[config.mk]
export PLATFORM = sky130hd
export DESIGN_NAME = cq_param
export DESIGN_NICKNAME = d
export VERILOG_FILES = /design/src/rtl/cq_param.sv
export SDC_FILE = /design/constraint.sdc
export NUM_CORES = 1
export LEC_CHECK = 0
export BUFFER_PORTS_ARGS = -buffer_cell sky130_fd_sc_hd__buf_2
export CAP_MARGIN = 5
export CORE_MARGIN = 2
export CORE_UTILIZATION = 50
export DETAILED_ROUTE_END_ITERATION = 10
export PLACE_DENSITY_LB_ADDON = 0.15
export SLEW_MARGIN = 25
export SYNTH_ARGS = -nofsm -noshare
export SYNTH_HDL_FRONTEND = slang
export SYNTH_SLANG_ARGS = --single-unit
export TNS_END_PERCENT = 100
[constraint.sdc]
create_clock -name clk -period 3.3 [get_ports clk]
set_clock_uncertainty 0.1 [all_clocks]
set_input_delay 0.33 -clock clk [delete_from_list [all_inputs] [get_ports clk]]
set_output_delay 0.33 -clock clk [all_outputs]
set_load 0.03 [all_outputs]
[src/rtl/cq_param.sv]
// cq_param: parametrised single-clock circular queue using every one of its 2**ADDR_W slots.
// Latency: a word written at edge N is on dout after edge N; all flags are combinational from the pointers.
// Backpressure: wr on full is dropped unless rd is also asserted in that cycle; rd on empty is dropped.
//
// Ports:
//   clk, reset        sole clock (rising edge); synchronous active-high reset
//   wr, din           write request and data; din is stored when the write is accepted
//   rd                read request; pops the head entry when the queue is non-empty
//   dout              head entry (show-ahead); stale and not valid while empty
//   empty, full       occupancy is 0 / occupancy is DEPTH
//   almost_empty      count <= AE_THRESH
//   almost_full       count >= AF_THRESH
//   count             occupancy, 0..DEPTH
//   ovf, udf          sticky overflow / underflow flags
//
// Optional feature macro: CQ_PARAM_ERR_FLAGS_EN
//   defined   -> ovf/udf latch rejected writes/reads until reset
//   undefined -> ovf/udf tied low (ports kept)
module cq_param #(
  parameter int WIDTH     = 16,
  parameter int ADDR_W    = 3,
  parameter int AF_THRESH = (1 << ADDR_W) - 1,
  parameter int AE_THRESH = 1
) (
  input  logic              clk,
  input  logic              reset,
  input  logic              wr,
  input  logic              rd,
  input  logic [WIDTH-1:0]  din,
  output logic [WIDTH-1:0]  dout,
  output logic              empty,
  output logic              full,
  output logic              almost_empty,
  output logic              almost_full,
  output logic [ADDR_W:0]   count,
  output logic              ovf,
  output logic              udf
);

  localparam int DEPTH = 1 << ADDR_W;

  // Thresholds are compared one bit wider than count so a threshold of
  // DEPTH (or anything that fits in ADDR_W+2 bits) behaves arithmetically.
  localparam logic [ADDR_W+1:0] AF_T    = (ADDR_W+2)'(AF_THRESH);
  localparam logic [ADDR_W+1:0] AE_T    = (ADDR_W+2)'(AE_THRESH);
  localparam logic [ADDR_W:0]   PTR_ONE = (ADDR_W+1)'(1);

  logic [WIDTH-1:0] mem [DEPTH];

  // MSB of each pointer is the wrap bit; the low ADDR_W bits address storage.
  logic [ADDR_W:0] wr_ptr;
  logic [ADDR_W:0] rd_ptr;

  logic rd_ok;
  logic wr_ok;

  // ---------------------------------------------------------------------------
  // Status derived from the pointers
  // ---------------------------------------------------------------------------
  always_comb begin
    empty        = (wr_ptr == rd_ptr);
    full         = (wr_ptr[ADDR_W-1:0] == rd_ptr[ADDR_W-1:0]) &&
                   (wr_ptr[ADDR_W] != rd_ptr[ADDR_W]);
    // Modulo subtraction across the wrap bit yields 0..DEPTH exactly.
    count        = wr_ptr - rd_ptr;
    almost_empty = ({1'b0, count} <= AE_T);
    almost_full  = ({1'b0, count} >= AF_T);
  end

  // A read frees the slot the write needs, so full+rd+wr accepts both.
  // On empty, the read is refused and the write proceeds alone (no bypass).
  always_comb begin
    rd_ok = rd && !empty;
    wr_ok = wr && (!full || rd);
  end

  assign dout = mem[rd_ptr[ADDR_W-1:0]];

  // ---------------------------------------------------------------------------
  // Pointers and storage
  // ---------------------------------------------------------------------------
  always_ff @(posedge clk) begin
    if (reset) begin
      wr_ptr <= '0;
      rd_ptr <= '0;
      // Storage is cleared so dout reads 0 straight out of reset.
      for (int i = 0; i < DEPTH; i++) begin
        mem[i] <= '0;
      end
    end else begin
      if (wr_ok) begin
        mem[wr_ptr[ADDR_W-1:0]] <= din;
        wr_ptr                  <= wr_ptr + PTR_ONE;
      end
      if (rd_ok) begin
        rd_ptr <= rd_ptr + PTR_ONE;
      end
    end
  end

  // ---------------------------------------------------------------------------
  // Sticky error flags
  // ---------------------------------------------------------------------------
`ifdef CQ_PARAM_ERR_FLAGS_EN
  logic ovf_q;
  logic udf_q;

  always_ff @(posedge clk) begin
    if (reset) begin
      ovf_q <= 1'b0;
      udf_q <= 1'b0;
    end else begin
      // A write on full is only an overflow when no read frees a slot.
      if (wr && full && !rd) begin
        ovf_q <= 1'b1;
      end
      if (rd && empty) begin
        udf_q <= 1'b1;
      end
    end
  end

  assign ovf = ovf_q;
  assign udf = udf_q;
`else
  assign ovf = 1'b0;
  assign udf = 1'b0;
`endif

endmodule
==> results of run 1 <==
==> power groups by stage <==
stage	logic [mW]	clock network, mW	registers [mW]
final	0.876	1.88	2.09
after global routing	0.937	1.98	2.10
after CTS	0.889	1.90	2.09
after detailed placement	0.885	0	2.13
after global placement	0.876	0	2.12
after floorplan	0.675	0	2.08
==> logic make-up after synthesis <==
group | after synthesis
simple gates | 191
flops | 139
mux | 49
buf+inv | 39
compound gates | 20
xor+xnor | 8
fa+ha+maj | 6
other cells | 1
==> sequential cells by signal, indices dropped and copies added (netlist names), named ones only <==
register	flops
wr_ptr	4
mem	128
rd_ptr	4
==> through the flow <==
step                instance area, µm²  setup slack (ns)
floorplan                         6254            0.4571
global placement                  6704            0.6162
detailed placement                6704            0.5208
CTS                               7284            0.3719
global route                      7284            0.2985
finish                            7284            0.4295
==> synth_stat cells (2+ instances only) <==
cell      count  area share (%)
nor2_1      135             8.1
dfxtp_1      11             3.5
buf_4         8            0.96
a21o_1        2            0.24
edfxtp_1    128              62
nand3_1       4            0.32
a31o_2        2            0.28
inv_1         9            0.54
or3_1         4            0.40
o21bai_1      3            0.36
nor3_1        3            0.24
and3_1        3            0.30
buf_6         3            0.54
mux4_2       32              12
nand2_1      35             2.1
ha_1          5             1.0
a21oi_1       2            0.16
buf_2         5            0.40
mux2_2       16             2.9
o21ai_0       5            0.40
clkbuf_1     13            0.78
xnor2_1       3            0.42
xor2_1        4            0.56
==> path summary, 6_finish.rpt <==
path,from,endpoint,slack (ns),cells past startpoint
max reg2reg,wr_ptr[0],mem[4][9],0.50,6
min reg2reg,wr_ptr[3],wr_ptr[3],0.45,2
min,reset,register,0.18,2
max,register,dout[13],0.43,4
==> final cells by class <==
cell class	count	share of cell area [%]
inverters	9	0.4638
repair buffers	62	5.428
clock inverters	14	2.130
flip-flops and latches	139	55.81
clock buffers	17	5.840
multi-input cells	276	27.45
well taps	168	2.886
==> worst max-delay path, delay by kind of cell, from the launching register on <==
family   cells  cell delay, ns
flops        1            0.70
buf+inv      2            0.51
mux          2            0.81
==> per-layer routing <==
| metal | share of wire, % | GRT usage (%) | up-vias |
|---|---|---|---|
| li1 | - | - | 1742 |
| met3 | 7.1 | 4.393 | 16 |
| met4 | 1.3 | 7.619 | 0 |
| met1 | 42 | 32.28 | 1907 |
| met5 | 0 | 0 | - |
| met2 | 50 | 37.86 | 161 |
==> cell usage in the layout, fill, tap and decap left out, types with 9 or more instances in the layout <==
| master | count |
|---|---|
| nand2_1 | 35 |
| mux2_2 | 16 |
| nor2_1 | 135 |
| edfxtp_1 | 128 |
| dfxtp_1 | 10 |
| buf_4 | 16 |
| buf_2 | 43 |
| inv_1 | 9 |
| mux4_2 | 32 |
| clkbuf_16 | 17 |
==> summary.txt, run 1 <==
STA
  • Max-slew headroom: 37.19%
  • Crit path time final: about 2.9 ns
  • Fmax: between 300 and 400 MHz
  • Least-Margin Pin Slew: 0.9421 ns
  • TNS Setup: 0 ns
  • # setup viols final: 0
  • Tightest hold margin: 0.1773 ns
  • RSZ-0062 raised after global routing: no
  • Hold Fails Final Rpt: 0
  • Final worst path period share: 86.99%
  • Final Slew Violations: 0

Place
  • Placed Instances: 654
  • Buffers on Ports: 43
  • GPL Wtd Cong: a little over 0.8
  • Final HPWL DP: 8.987 mm

Pwr
  • P_int: 3.552 mW
  • VDD IR max: 0.0004386 V
  • Pwr Total: 4.845 mW
  • Clock Power Share: roughly 39%
  • Psw: 1.294 mW
  • Pwr/cell area: 665.2 nW/µm²
  • Sw frac: 26.70%
  • Combinational Power Share: 18.1%
  • Sequential power share: 43.1%
  • Leakage power: 2.643 nW

Clock network
  • Cts repair resizes: 0
  • Hold Buf Count CTS: 0
  • Cts bufs inserted: 17
  • Longest Clk Path Bufs: 2
  • CTS sink count: 139
  • Clock-pin slew on the worst setup and hold paths: 0.06 ns
  • H-tree depth: 4
  • CTS tree: yes
  • Clk root buf: clkbuf_16
  • Setup Fix Bufs, Post-CTS: 0
  • Clk_lat worst skew: 0.42 ns

Critical path
  • Critical path launch point type: register
  • Setup CP Type: register to output pin
  • Cells along the critical path: buf_4, mux4_2, mux2_2, buf_2
  • Slowest CP cell: dfxtp_2
  • Slowest stage delay, CP: 0.70 ns
  • WP data required: 2.87 ns
  • Crit Path Max Fanout: 14
  • Crit path DAT: 2.44 ns
  • Setup crit end kind: output pin

Detailed routing
  • Routed vias/inst: 5.585
  • 1st-iter DRT viols: 235
  • # DRC: 0
  • Drt wl/cell: 20.81 µm
  • Antenna Violating Nets Remaining: 0
  • Routed WL: approximately 14 mm
  • Pre-antenna DRT Iters: 6
  • Total number of vias: 3826

Final layout
  • Cell Count, Final, Fillers Out: slightly below 700
  • N_diodes: 0
  • Ratio of cells with drive above 1 in the final layout: between 20% and 30%
  • Storage cell area: 4065 µm²
  • Final design utilization: between 60% and 70%
  • FILL cells: 984
  • Nets: 531
  • Multi-input logic area: around 2000 µm²
  • Syn-to-layout area delta: 16.56%

Synth
  • Synthesized flop and latch total: 139
  • Mux share of post-synthesis cell area: 14.57%
  • Synth warn: 0
  • Synth cell types: 41
  • Mean Syn Cell Area: 13.80 µm²
  • Ys flop type: edfxtp_1
  • Post-Synth Simple-Gate Area: 12.27%
  • Complex-gate fraction of the synthesized area: 2.222%
  • Post-synthesis adder-cell area fraction: about 1.3%
  • Main combinational cell family by area after synthesis: multiplexers
  • Post-synth EDFFs: 128
  • Cell Area, Synth: between 6000 and 7000 µm²
  • Sequential share of the synthesized area: 65.03%
  • Post-Syn Instances: approximately 450
  • XOR/XNOR Fraction of Synth Area: 1.241%
  • Async set-reset flop share out of synthesis: 0%

Run
  • Max Cap Violations: 0

Global routing
  • Largest net degree at the start of global routing: 33
  • Global-route usage over all layers: 23.32%
  • Antenna violations before repair: 0
  • Global-route wire length before repair: 22.38 mm
  • Grt ovf: 0
  • Vias in the first global route: 3945

Die
  • I/O pin count: between 40 and 50
  • Die width: 115.8 µm
  • Row count: 40
  • Core box area: about 12000 µm²
  • Die ar.: 13410 µm²
  • Starting Density: 51.60%
  • Die height: 115.8 µm

Outcome
  • Status: finished clean

Hold path
  • Hold WC Path Type: input port to register
(Power assumes the default switching activity.)
==> run 2: changes to the inputs <==
--- a/config.mk
+++ b/config.mk
@@ -10,7 +10,7 @@
 export CORE_MARGIN = 2
 export CORE_UTILIZATION = 50
 export DETAILED_ROUTE_END_ITERATION = 10
-export PLACE_DENSITY_LB_ADDON = 0.15
+export PLACE_DENSITY = 0.78
 export SLEW_MARGIN = 25
 export SYNTH_ARGS = -nofsm -noshare
 export SYNTH_HDL_FRONTEND = slang
==> run 2 against run 1 <==
Wire length down 3.8%. Clock-buffer cell count is 4 higher. Design area shrank 0.48%. Cell count down 0.58%. Non-clock buffer count shrank 6.
==> summary.txt, run 2 (same netlist as run 1, synthesis figures left out) <==
Clock network
  • Setup Fix Bufs, Post-CTS: 0 (unchanged)
  • CTS sink count: 139 (unchanged)
  • Clock-pin slew on the worst setup and hold paths: 0.06 ns (about the same)
  • H-tree depth: 4 (unchanged)
  • Cts bufs inserted: 17 (unchanged)
  • CTS tree: yes (unchanged)
  • Clk root buf: clkbuf_16 (unchanged)
  • Clk_lat worst skew: 0.41 ns (was 0.42 ns)
  • Longest Clk Path Bufs: 2 (unchanged)
  • Hold Buf Count CTS: 0 (unchanged)
  • Cts repair resizes: 0 (unchanged)

Pwr
  • P_int: 3.691 mW (was 3.552 mW)
  • Clock Power Share: 40.4% (was 38.8%)
  • Leakage power: 2.610 nW (was 2.643 nW)
  • Psw: 1.249 mW (was 1.294 mW)
  • VDD IR max: 0.0003873 V (was 0.0004386 V)
  • Pwr/cell area: 681.4 nW/µm² (was 665.2 nW/µm²)
  • Sequential power share: 42.2% (was 43.1%)
  • Combinational Power Share: 17.4% (was 18.1%)
  • Sw frac: 25.29% (was 26.70%)

Detailed routing
  • Routed wl met2: 6.908 mm (was 7.099 mm)
  • Routed WL: 13.71 mm (was 14.25 mm)
  • Antenna Violating Nets Remaining: 0 (unchanged)
  • Top layer used by detailed routing: met4 (unchanged)
  • # DRC: 0 (unchanged)
  • Total number of vias: 3913 (was 3826)
  • Pre-antenna DRT Iters: 5 (was 6)
  • Metal-1 WL: 5.383 mm (was 5.943 mm)
  • 1st-iter DRT viols: 601 (was 235)
  • Drt wl/cell: 20.12 µm (was 20.81 µm)
  • Routed vias/inst: 5.746 (was 5.585)
  • Met3 WL: 1.116 mm (was 1.018 mm)

Final layout
  • Design Area, Final: 7249 µm² (was 7284 µm²)
  • Cell Count, Final, Fillers Out: 681 (was 685)
  • Max reg flops: 128 (unchanged)
  • Largest regs: mem: 128 flops, rd_ptr: 4 flops, wr_ptr: 4 flops (unchanged)
  • FILL cells: 942 (was 984)
  • Syn-to-layout area delta: 16.00% (was 16.56%)
  • Commonest non-fill, non-tap cells in the layout: 135 x nor2_1, 128 x edfxtp_1, 43 x buf_2 (unchanged)
  • Final design utilization: 59.86% (was 60.14%)
  • Most flops, register: mem (unchanged)
  • Nets: 525 (was 531)
  • Ratio of cells with drive above 1 in the final layout: 26.56% (was 28.82%)
  • Commonest non-fill, non-tap cell in the layout: nor2_1 (unchanged)
  • Multi-input logic area: 2011 µm² (was 1999 µm²)
  • Storage cell area: 4065 µm² (unchanged)

Place
  • Placed Instances: 648 (was 654)
  • Placed inst area: 6618 µm² (was 6704 µm²)
  • GPL Wtd Cong: 0.8779 (was 0.8129)
  • Buffers on Ports: 43 (unchanged)
  • Final HPWL DP: 8.646 mm (was 8.987 mm)
  • Setup WS pre-CTS: 0.5127 ns (was 0.5208 ns)

STA
  • Final worst path period share: 86.48% (was 86.99%)
  • Crit path time final: 2.854 ns (was 2.871 ns)
  • Hold Fails Final Rpt: 0 (unchanged)
  • Final Slew Violations: 0 (unchanged)
  • Setup ws final: 0.4461 ns (was 0.4295 ns)
  • RSZ-0062 raised after global routing: no (unchanged)
  • Max-slew headroom: 34.19% (was 37.19%)
  • Fmax: 350.4 MHz (was 348.4 MHz)
  • # setup viols final: 0 (unchanged)
  • Least-Margin Pin Slew: 0.9857 ns (was 0.9421 ns)
  • TNS Setup: 0 ns (unchanged)

Global routing
  • Antenna violations before repair: 1 (was 0)
  • Global-route usage over all layers: 21.74% (was 23.32%)
  • Global-route wire length before repair: 21.20 mm (was 22.38 mm)
  • Grt ovf: 0 (unchanged)
  • Vias in the first global route: 3983 (was 3945)
  • Largest net degree at the start of global routing: 33 (unchanged)

Die
  • Row count: 40 (unchanged)
  • Die width: 115.8 µm (unchanged)
  • Starting Density: 51.60% (unchanged)
  • Die height: 115.8 µm (unchanged)
  • I/O pin count: 46 (unchanged)
  • Core box area: 12110 µm² (unchanged)
  • Die ar.: 13410 µm² (unchanged)

Critical path
  • WP data required: 3.29 ns (was 2.87 ns)
  • Critical path launch point type: register (unchanged)
  • Setup crit end kind: register (was output pin)
  • Setup CP Type: register to register (was register to output pin)
  • Crit path DAT: 2.85 ns (was 2.44 ns)
  • R2R setup slack: 0.45 ns (was 0.50 ns)
  • Crit Path Max Fanout: 16 (was 14)

Run
  • Max Cap Violations: 0 (unchanged)

Outcome
  • Status: finished clean (unchanged)

Hold path
  • Hold WC Path Type: input port to register (unchanged)
[run 2: cell types whose count changed in the layout (fill, tap and decap cells not counted), moves of 3 or more]
cell	delta
o21bai_2	-3
clkinv_2	-4
clkbuf_1	+4
buf_4	-3
buf_12	-3
clkinv_1	+3
[run 2: worst max-delay path, stage by stage, from the launching register on]
cell and delay [ns]:
dfxtp_1 0.47, inv_1 0.15, ha_1 0.37, nand4b_1 0.16
o21ai_2 0.14, or3_1 0.60, o21bai_1 0.24, buf_4 0.29
[run 2: power groups by stage]
stage               sequential [mW]  clock, mW  combinational, mW
floorplan                      2.08          0              0.675
global placement               2.11          0              0.850
detailed placement             2.12          0              0.862
CTS                            2.09       2.00              0.867
global route                   2.10       2.08              0.918
finish                         2.08       2.00              0.859
[run 2: layer usage]
metal,vias to the layer above,track usage (%)
li1,1730,-
met3,25,5.492
met4,0,8.175
met2,188,36.26
met1,1970,27.77
met5,-,0
[run 2: worst paths after layout]
path	start	end	cells past startpoint
worst max-delay path	wr_ptr[0]	mem[1][5]	7
worst min-delay path	reset	rd_ptr[3]	2
worst max register to register	wr_ptr[0]	mem[1][5]	7
worst min register to register	wr_ptr[3]	wr_ptr[3]	2
[run 2: layout make-up]
class                      count  area share (%)
timing repair buffer          56           4.315
clock buffer                  21           6.075
inverter                       9          0.4660
tap                          168           2.900
antenna                        1         0.03452
multi-input combinational    276           27.74
clock inverter                11           2.399
sequential                   139           56.08
[run 2: stage by stage]
step,hold slack (ns),power [mW]
6_report,0.1793,4.940
5_1_grt,0.2103,5.091
4_1_cts,0.1734,4.952
3_5_place_dp,0.4701,2.985
3_3_place_gp,0.4346,2.964
2_1_floorplan,0.4147,2.752
